<file path="src/rtl/seg7_reader_if.sv">
// seg7_reader_if: display-side bus of the 7-segment read-back monitor.
//   digit_sel_n  : active-low digit enables (asynchronous to the reader clock)
//   segments_n   : active-low segments, bit0=a .. bit6=g (asynchronous)
//   value        : decoded nibbles, digit i at [4i+3:4i]
//   blank_mask   : 1 = digit i showed all segments off
//   invalid_mask : 1 = digit i showed a non-hex pattern
//   frame_valid  : one-cycle strobe, outputs updated this cycle
// master = display driver / consumer side, slave = seg7_reader.
interface seg7_reader_if #(
    parameter int unsigned DIGITS = 4
);
    logic [DIGITS-1:0]   digit_sel_n;
    logic [6:0]          segments_n;
    logic [4*DIGITS-1:0] value;
    logic [DIGITS-1:0]   blank_mask;
    logic [DIGITS-1:0]   invalid_mask;
    logic                frame_valid;

    modport master (
        output digit_sel_n, segments_n,
        input  value, blank_mask, invalid_mask, frame_valid
    );

    modport slave (
        input  digit_sel_n, segments_n,
        output value, blank_mask, invalid_mask, frame_valid
    );
endinterface

</file>
<file path="src/rtl/seg7_reader.sv">
// seg7_reader: reads back a multiplexed active-low 7-segment display bus,
// decodes each digit to a hex nibble once it has been stable, and publishes
// a complete display word with a one-cycle strobe.
//   clk     : system clock
//   reset_n : asynchronous active-low reset
//   bus     : seg7_reader_if.slave (display inputs, decoded outputs)
module seg7_reader #(
    parameter int unsigned DIGITS        = 4,
    parameter int unsigned STABLE_CYCLES = 8
) (
    input  logic         clk,
    input  logic         reset_n,
    seg7_reader_if.slave bus
);

    localparam int unsigned SW = DIGITS + 7;
    localparam int unsigned CW = (STABLE_CYCLES > 2) ? $clog2(STABLE_CYCLES) : 1;
    localparam logic [CW-1:0] CNT_MAX = CW'(STABLE_CYCLES - 1);

    typedef enum logic [1:0] {
        IDLE,
        SETTLE,
        HELD
    } state_e;

    // Returns {invalid, blank, nibble}
    function automatic logic [5:0] decode_seg(input logic [6:0] seg_n);
        logic [5:0] r;
        case (seg_n)
            7'h40:   r = 6'h00;
            7'h79:   r = 6'h01;
            7'h24:   r = 6'h02;
            7'h30:   r = 6'h03;
            7'h19:   r = 6'h04;
            7'h12:   r = 6'h05;
            7'h02:   r = 6'h06;
            7'h78:   r = 6'h07;
            7'h00:   r = 6'h08;
            7'h18:   r = 6'h09;
            7'h08:   r = 6'h0A;
            7'h03:   r = 6'h0B;
            7'h46:   r = 6'h0C;
            7'h21:   r = 6'h0D;
            7'h06:   r = 6'h0E;
            7'h0E:   r = 6'h0F;
            7'h7F:   r = 6'b01_0000;
            default: r = 6'b10_0000;
        endcase
        return r;
    endfunction

    logic [SW-1:0]       sync1_q, sync1_d;
    logic [SW-1:0]       sync2_q, sync2_d;
    logic [SW-1:0]       prev_q, prev_d;
    logic [CW-1:0]       cnt_q, cnt_d;
    state_e              state_q, state_d;
    logic [4*DIGITS-1:0] slot_nib_q, slot_nib_d;
    logic [DIGITS-1:0]   slot_blank_q, slot_blank_d;
    logic [DIGITS-1:0]   slot_inv_q, slot_inv_d;
    logic [DIGITS-1:0]   seen_q, seen_d;
    logic [4*DIGITS-1:0] value_q, value_d;
    logic [DIGITS-1:0]   blank_q, blank_d;
    logic [DIGITS-1:0]   invalid_q, invalid_d;
    logic                frame_valid_q, frame_valid_d;

    logic                changed;
    logic                capture;
    logic [DIGITS-1:0]   sel_low;
    logic                one_low;
    logic [5:0]          dec;
    logic [DIGITS-1:0]   seen_set;
    logic                frame_done;

    always_comb begin
        sync1_d = {bus.digit_sel_n, bus.segments_n};
        sync2_d = sync1_q;
        prev_d  = sync2_q;
        changed = (sync2_q != prev_q);

        if (changed)               cnt_d = '0;
        else if (cnt_q == CNT_MAX) cnt_d = cnt_q;
        else                       cnt_d = cnt_q + CW'(1);

        // A capture may coincide with a new change; prev_q still holds the
        // pattern that was stable for the whole count, so capture from it.
        capture = 1'b0;
        state_d = state_q;
        case (state_q)
            IDLE:    if (changed) state_d = SETTLE;
            SETTLE: begin
                if (cnt_q == CNT_MAX) begin
                    capture = 1'b1;
                    state_d = changed ? SETTLE : HELD;
                end
            end
            HELD:    if (changed) state_d = SETTLE;
            default: state_d = IDLE;
        endcase

        sel_low = ~prev_q[SW-1:7];
        one_low = $onehot(sel_low);
        dec     = decode_seg(prev_q[6:0]);

        slot_nib_d   = slot_nib_q;
        slot_blank_d = slot_blank_q;
        slot_inv_d   = slot_inv_q;
        seen_set     = '0;
        for (int unsigned i = 0; i < DIGITS; i++) begin
            if (capture && one_low && sel_low[i]) begin
                slot_nib_d[4*i +: 4] = dec[3:0];
                slot_blank_d[i]      = dec[4];
                slot_inv_d[i]        = dec[5];
                seen_set[i]          = 1'b1;
            end
        end

        frame_done    = &seen_q;
        seen_d        = (frame_done ? '0 : seen_q) | seen_set;
        value_d       = frame_done ? slot_nib_q   : value_q;
        blank_d       = frame_done ? slot_blank_q : blank_q;
        invalid_d     = frame_done ? slot_inv_q   : invalid_q;
        frame_valid_d = frame_done;
    end

    always_ff @(posedge clk or negedge reset_n) begin
        if (!reset_n) begin
            sync1_q       <= '1;
            sync2_q       <= '1;
            prev_q        <= '1;
            cnt_q         <= '0;
            state_q       <= IDLE;
            slot_nib_q    <= '0;
            slot_blank_q  <= '0;
            slot_inv_q    <= '0;
            seen_q        <= '0;
            value_q       <= '0;
            blank_q       <= '0;
            invalid_q     <= '0;
            frame_valid_q <= 1'b0;
        end else begin
            sync1_q       <= sync1_d;
            sync2_q       <= sync2_d;
            prev_q        <= prev_d;
            cnt_q         <= cnt_d;
            state_q       <= state_d;
            slot_nib_q    <= slot_nib_d;
            slot_blank_q  <= slot_blank_d;
            slot_inv_q    <= slot_inv_d;
            seen_q        <= seen_d;
            value_q       <= value_d;
            blank_q       <= blank_d;
            invalid_q     <= invalid_d;
            frame_valid_q <= frame_valid_d;
        end
    end

    assign bus.value        = value_q;
    assign bus.blank_mask   = blank_q;
    assign bus.invalid_mask = invalid_q;
    assign bus.frame_valid  = frame_valid_q;

endmodule

</file>
<file path="src/flat_wrapper.sv">
// flat-port wrapper written by rule: the top's interface ports become plain ports
module seg7_reader_flat 
#(
    parameter int unsigned DIGITS        = 4,
    parameter int unsigned STABLE_CYCLES = 8
)
  (clk, reset_n, bus_digit_sel_n, bus_segments_n, bus_value, bus_blank_mask, bus_invalid_mask, bus_frame_valid);
  seg7_reader_if #(.DIGITS(DIGITS)) bus_i ();
  input  logic clk;
  input  logic reset_n;
  input wire logic [$bits(bus_i.digit_sel_n)-1:0] bus_digit_sel_n;
  input wire logic [$bits(bus_i.segments_n)-1:0] bus_segments_n;
  output wire logic [$bits(bus_i.value)-1:0] bus_value;
  output wire logic [$bits(bus_i.blank_mask)-1:0] bus_blank_mask;
  output wire logic [$bits(bus_i.invalid_mask)-1:0] bus_invalid_mask;
  output wire logic [$bits(bus_i.frame_valid)-1:0] bus_frame_valid;
  assign bus_i.digit_sel_n = bus_digit_sel_n;
  assign bus_i.segments_n = bus_segments_n;
  assign bus_value = bus_i.value;
  assign bus_blank_mask = bus_i.blank_mask;
  assign bus_invalid_mask = bus_i.invalid_mask;
  assign bus_frame_valid = bus_i.frame_valid;
  seg7_reader #(.DIGITS(DIGITS), .STABLE_CYCLES(STABLE_CYCLES)) u_core (.clk(clk), .reset_n(reset_n), .bus(bus_i));
endmodule
</file>
<file path="config.mk">
export PLATFORM = sky130hd
export DESIGN_NAME = seg7_reader_flat
export DESIGN_NICKNAME = d
export VERILOG_FILES = /design/src/rtl/seg7_reader_if.sv /design/src/rtl/seg7_reader.sv /design/src/flat_wrapper.sv
export SDC_FILE = /design/constraint.sdc
export NUM_CORES = 1
export LEC_CHECK = 0
export BUFFER_PORTS_ARGS = -buffer_cell sky130_fd_sc_hd__buf_2
export CORE_ASPECT_RATIO = 1.2
export CORE_UTILIZATION = 35
export DETAILED_ROUTE_END_ITERATION = 8
export GPL_TIMING_DRIVEN = 0
export SLEW_MARGIN = 20
export SYNTH_ARGS = -nofsm -noshare
export SYNTH_HDL_FRONTEND = slang
export SYNTH_SLANG_ARGS = --single-unit
</file>
<file path="constraint.sdc">
create_clock -name clk -period 5.3 [get_ports clk]
set_input_delay 0.265 -clock clk [delete_from_list [all_inputs] [get_ports clk]]
set_output_delay 0.265 -clock clk [all_outputs]
set_load 0.01 [all_outputs]
</file>
==> metrics <==
outcome=complete, no violations; Die Y=116 µm; max-slew violation count=0; cts repair resizes=0; worst hold path stage count=1; n_diodes=0; Finished Layout Cells=515; Crit Path Max Fanout=10; Remaining DRCs=0; syn_area_per_cell=about 11 µm²; LEAKAGE=roughly 2.2 nW; cell area after synthesis=3760 µm²; Comb pwr share=0.047; crit path cell chain=inv_1 > ha_1 > ha_1 > fa_1 > or4b_4 > nor3_2 > buf_4 > nand2_1 > o41ai_2; Hold EP=u_core.sync1_q[5]$_DFF_PN1_; Synth Flop Type=dfrtp_1; I/O Pins=38; final setup margin=~2.2 ns; Mapped Cells=331; min cycle time layout=3.06 ns; Fmax achieved=roughly 330 MHz; pwr dens=335 nW/µm²; switching pwr=0.325 mW; Sw Share=0.216; site row count=41; Netlist cell types=53; RSZ-0062 raised after global routing=false; Seq/Total Area, Yosys=0.617; post-route ant nets=0; starting DRC count in detailed routing=93; Worst R2R Start=u_core.prev_q[9]$_DFF_PN1_; latest clock arrival within the worst-skew pair=0.34 ns; Layout area overhead=19.1%; CP Buf/Inv Count=2; Die ar.=11,200 µm²; Die Wd=96.6 µm; 1st-pass router iterations=4; Setup crit end kind=flip-flop; number of fill cells=1,018; hold_ws=between 0.015 and 0.02 ns; P_int=1.18 mW; Initial Util=0.359; Final Cell Area=between 4000 and 5000 µm²; Reg2Reg Setup Slack=2.24 ns; HP Class=primary input to flip-flop; CTS buffer count=9; pin slew with the least headroom to its limit=0.586 ns; worst path arrival time=3.29 ns; slew margin rel.=0.606; Vias/cell=4.82; initial antenna violation count=0; clk slew on worst S/H paths=approximately 0.070 ns; number of synthesized flops with an enable pin=0; reg-to-reg endpoint=u_core.slot_inv_q[3]$_DFFE_PN0P_; Synth top area share=0.386; Setup WS pre-CTS=roughly 2.2 ns; critical path's top delay family=adder cells; Synth async-reset ratio=1.00; final setup fails=0; Clock Skew=0.0108 ns; core area=10,500 µm²; crit-path max cell delay=0.59 ns; top post-synthesis cells by area=dfrtp_1 (39%), dfstp_2 (23%), nand2_1 (7.6%); via count=2,483; Tcrit/Tclk final=0.577; CTS tree=built; pin count of the biggest net entering global routing=50; Ys Warns=0; postcts setup bufs=0; Clock power frac=0.468; placed insts=498; GP Congestion=0.814; WL/cell=13.3 µm; VDD IR max=0.178 mV; first-pass GRT wire length=11,600 µm; max-cap violations=0; leading area contributor after synthesis=dfrtp_1; Layout Nets=400; Req. time, crit path=between 5 and 6 ns; #FFs+latches synth=91; final WL=6850 µm; worst r2r path cells=9; layout cells sized above 1=0.295; number of port buffers=37; final hold violations=0; CTS Hold Buffers Added=1; Setup Total Neg Slack=0 ns; total track usage=0.137; post-place instance area=4130 µm²; CP most frequent cell=ha_1; HPWL after DPL=about 4900 µm; Startpoint Class=flip-flop; sequential share of power=0.485; worst hold path startpoint=bus_segments_n[5]; CTS H-tree depth=3; Crit-path slowest cell=or4b_4; vias in the first global route=between 2,000 and 2,500; syn_nets=350; Root Buffer=clkbuf_16; Remaining Overflow, GRT=0; clock sink count=91; Clock Tree Buf Depth=2; Setup Crit Path Kind=flip-flop to flip-flop
[sequential cells by signal, summed over array words and instances, names as in the netlist, 4 cells and up]
register,count
u_core.seen_q,4
u_core.bus.value,16
u_core.bus.blank_mask,4
u_core.slot_blank_q,4
u_core.sync1_q,11
u_core.slot_nib_q,16
u_core.prev_q,11
u_core.slot_inv_q,4
u_core.bus.invalid_mask,4
u_core.prev_d,11
[worst max-delay path by stage]
stage                                          start                               end  slack (ns)  cells after the start
after floorplan           u_core.prev_q[9]$_DFF_PN1_  u_core.slot_inv_q[0]$_DFFE_PN0P_        2.48                      9
after global placement    u_core.prev_q[9]$_DFF_PN1_  u_core.slot_inv_q[0]$_DFFE_PN0P_        2.32                      9
after detailed placement  u_core.prev_q[9]$_DFF_PN1_  u_core.slot_inv_q[3]$_DFFE_PN0P_        2.24                      9
after CTS                 u_core.prev_q[9]$_DFF_PN1_  u_core.slot_inv_q[3]$_DFFE_PN0P_        2.22                      9
after global routing      u_core.prev_q[9]$_DFF_PN1_  u_core.slot_inv_q[3]$_DFFE_PN0P_        2.05                      9
final                     u_core.prev_q[9]$_DFF_PN1_  u_core.slot_inv_q[3]$_DFFE_PN0P_        2.24                      9
[per-layer routing]
layer	wire, µm	up-vias	GRT usage
met5	0	-	0
met4	100	0	0.0559
met3	242	7	0.0354
met2	3370	50	0.230
met1	3130	1199	0.167
li1	-	1227	-
[synthesized netlist by cell type, drive strengths merged, types with 4 or more instances]
cell type	instances
nor2	23
nand2	76
nor4	4
nand2b	4
a21oi	4
dfrtp	58
buf	14
xor2	14
or3	4
o41ai	4
clkbuf	4
nor3	10
inv	9
a21o	5
a31oi	14
mux2	5
dfstp	33
ha	5
[kinds of logic after synthesis]
group	after synthesis	synth area share
and+or+nand+nor	143	0.191
DFF	91	0.617
AOI/OAI and AO/OA	42	0.0806
buffers and inverters	27	0.0340
xor gates and xnor gates	15	0.0350
muxes	7	0.0203
adders and majority gates	6	0.0220
[worst reg2reg max path, cell delays in order, from the launching register on]
cell and delay (ns):
dfstp_2 0.57, inv_1 0.05, ha_1 0.30, ha_1 0.23
fa_1 0.51, or4b_4 0.59, nor3_2 0.21, buf_4 0.22
nand2_1 0.08, o41ai_2 0.20
[stage by stage]
step / util / total power, mW
2_1_floorplan: - / 0.778
3_3_place_gp: 0.392 / 0.805
3_5_place_dp: 0.395 / 0.811
4_1_cts: 0.428 / 1.52
5_1_grt: 0.428 / 1.56
6_report: 0.428 / 1.50
[area by class of cell]
cell class              count  area, µm²  share of cell area
flip-flops and latches     91       2320               0.518
well taps                 129        161              0.0361
multi-input cells         213       1310               0.293
inverters                   9       33.8             0.00755
plain buffers              18       93.8              0.0210
clock buffers              10        239              0.0534
clock inverters             6       93.8              0.0210
repair buffers             39        225              0.0503
[power by group through the flow]
stage	Combinational, mW	Sequential, mW	Clock, mW
2_1_floorplan	0.0416	0.737	0
3_3_place_gp	0.0663	0.738	0
3_5_place_dp	0.0716	0.739	0
4_1_cts	0.0723	0.727	0.720
5_1_grt	0.0801	0.728	0.752
6_report	0.0710	0.727	0.702
[placed cells by master, fill, tap and decap left out, types with 3 or more instances in the layout]
cell and n:
nand4bb_1 3, ha_1 5, nor2_1 23, dfstp_2 33, nor3_1 6, or3_1 3, a21oi_1 4, nor4_1 4
inv_1 8, dfrtp_1 58, mux2_2 5, o21ai_0 3, a21o_1 5, clkbuf_16 9, buf_2 45, clkbuf_1 4
xor2_1 14, nor3b_1 3, o41ai_1 3, buf_4 5, nand2b_1 4, nand2_1 76, a31oi_1 14
Power figures use the tool's default switching activity.
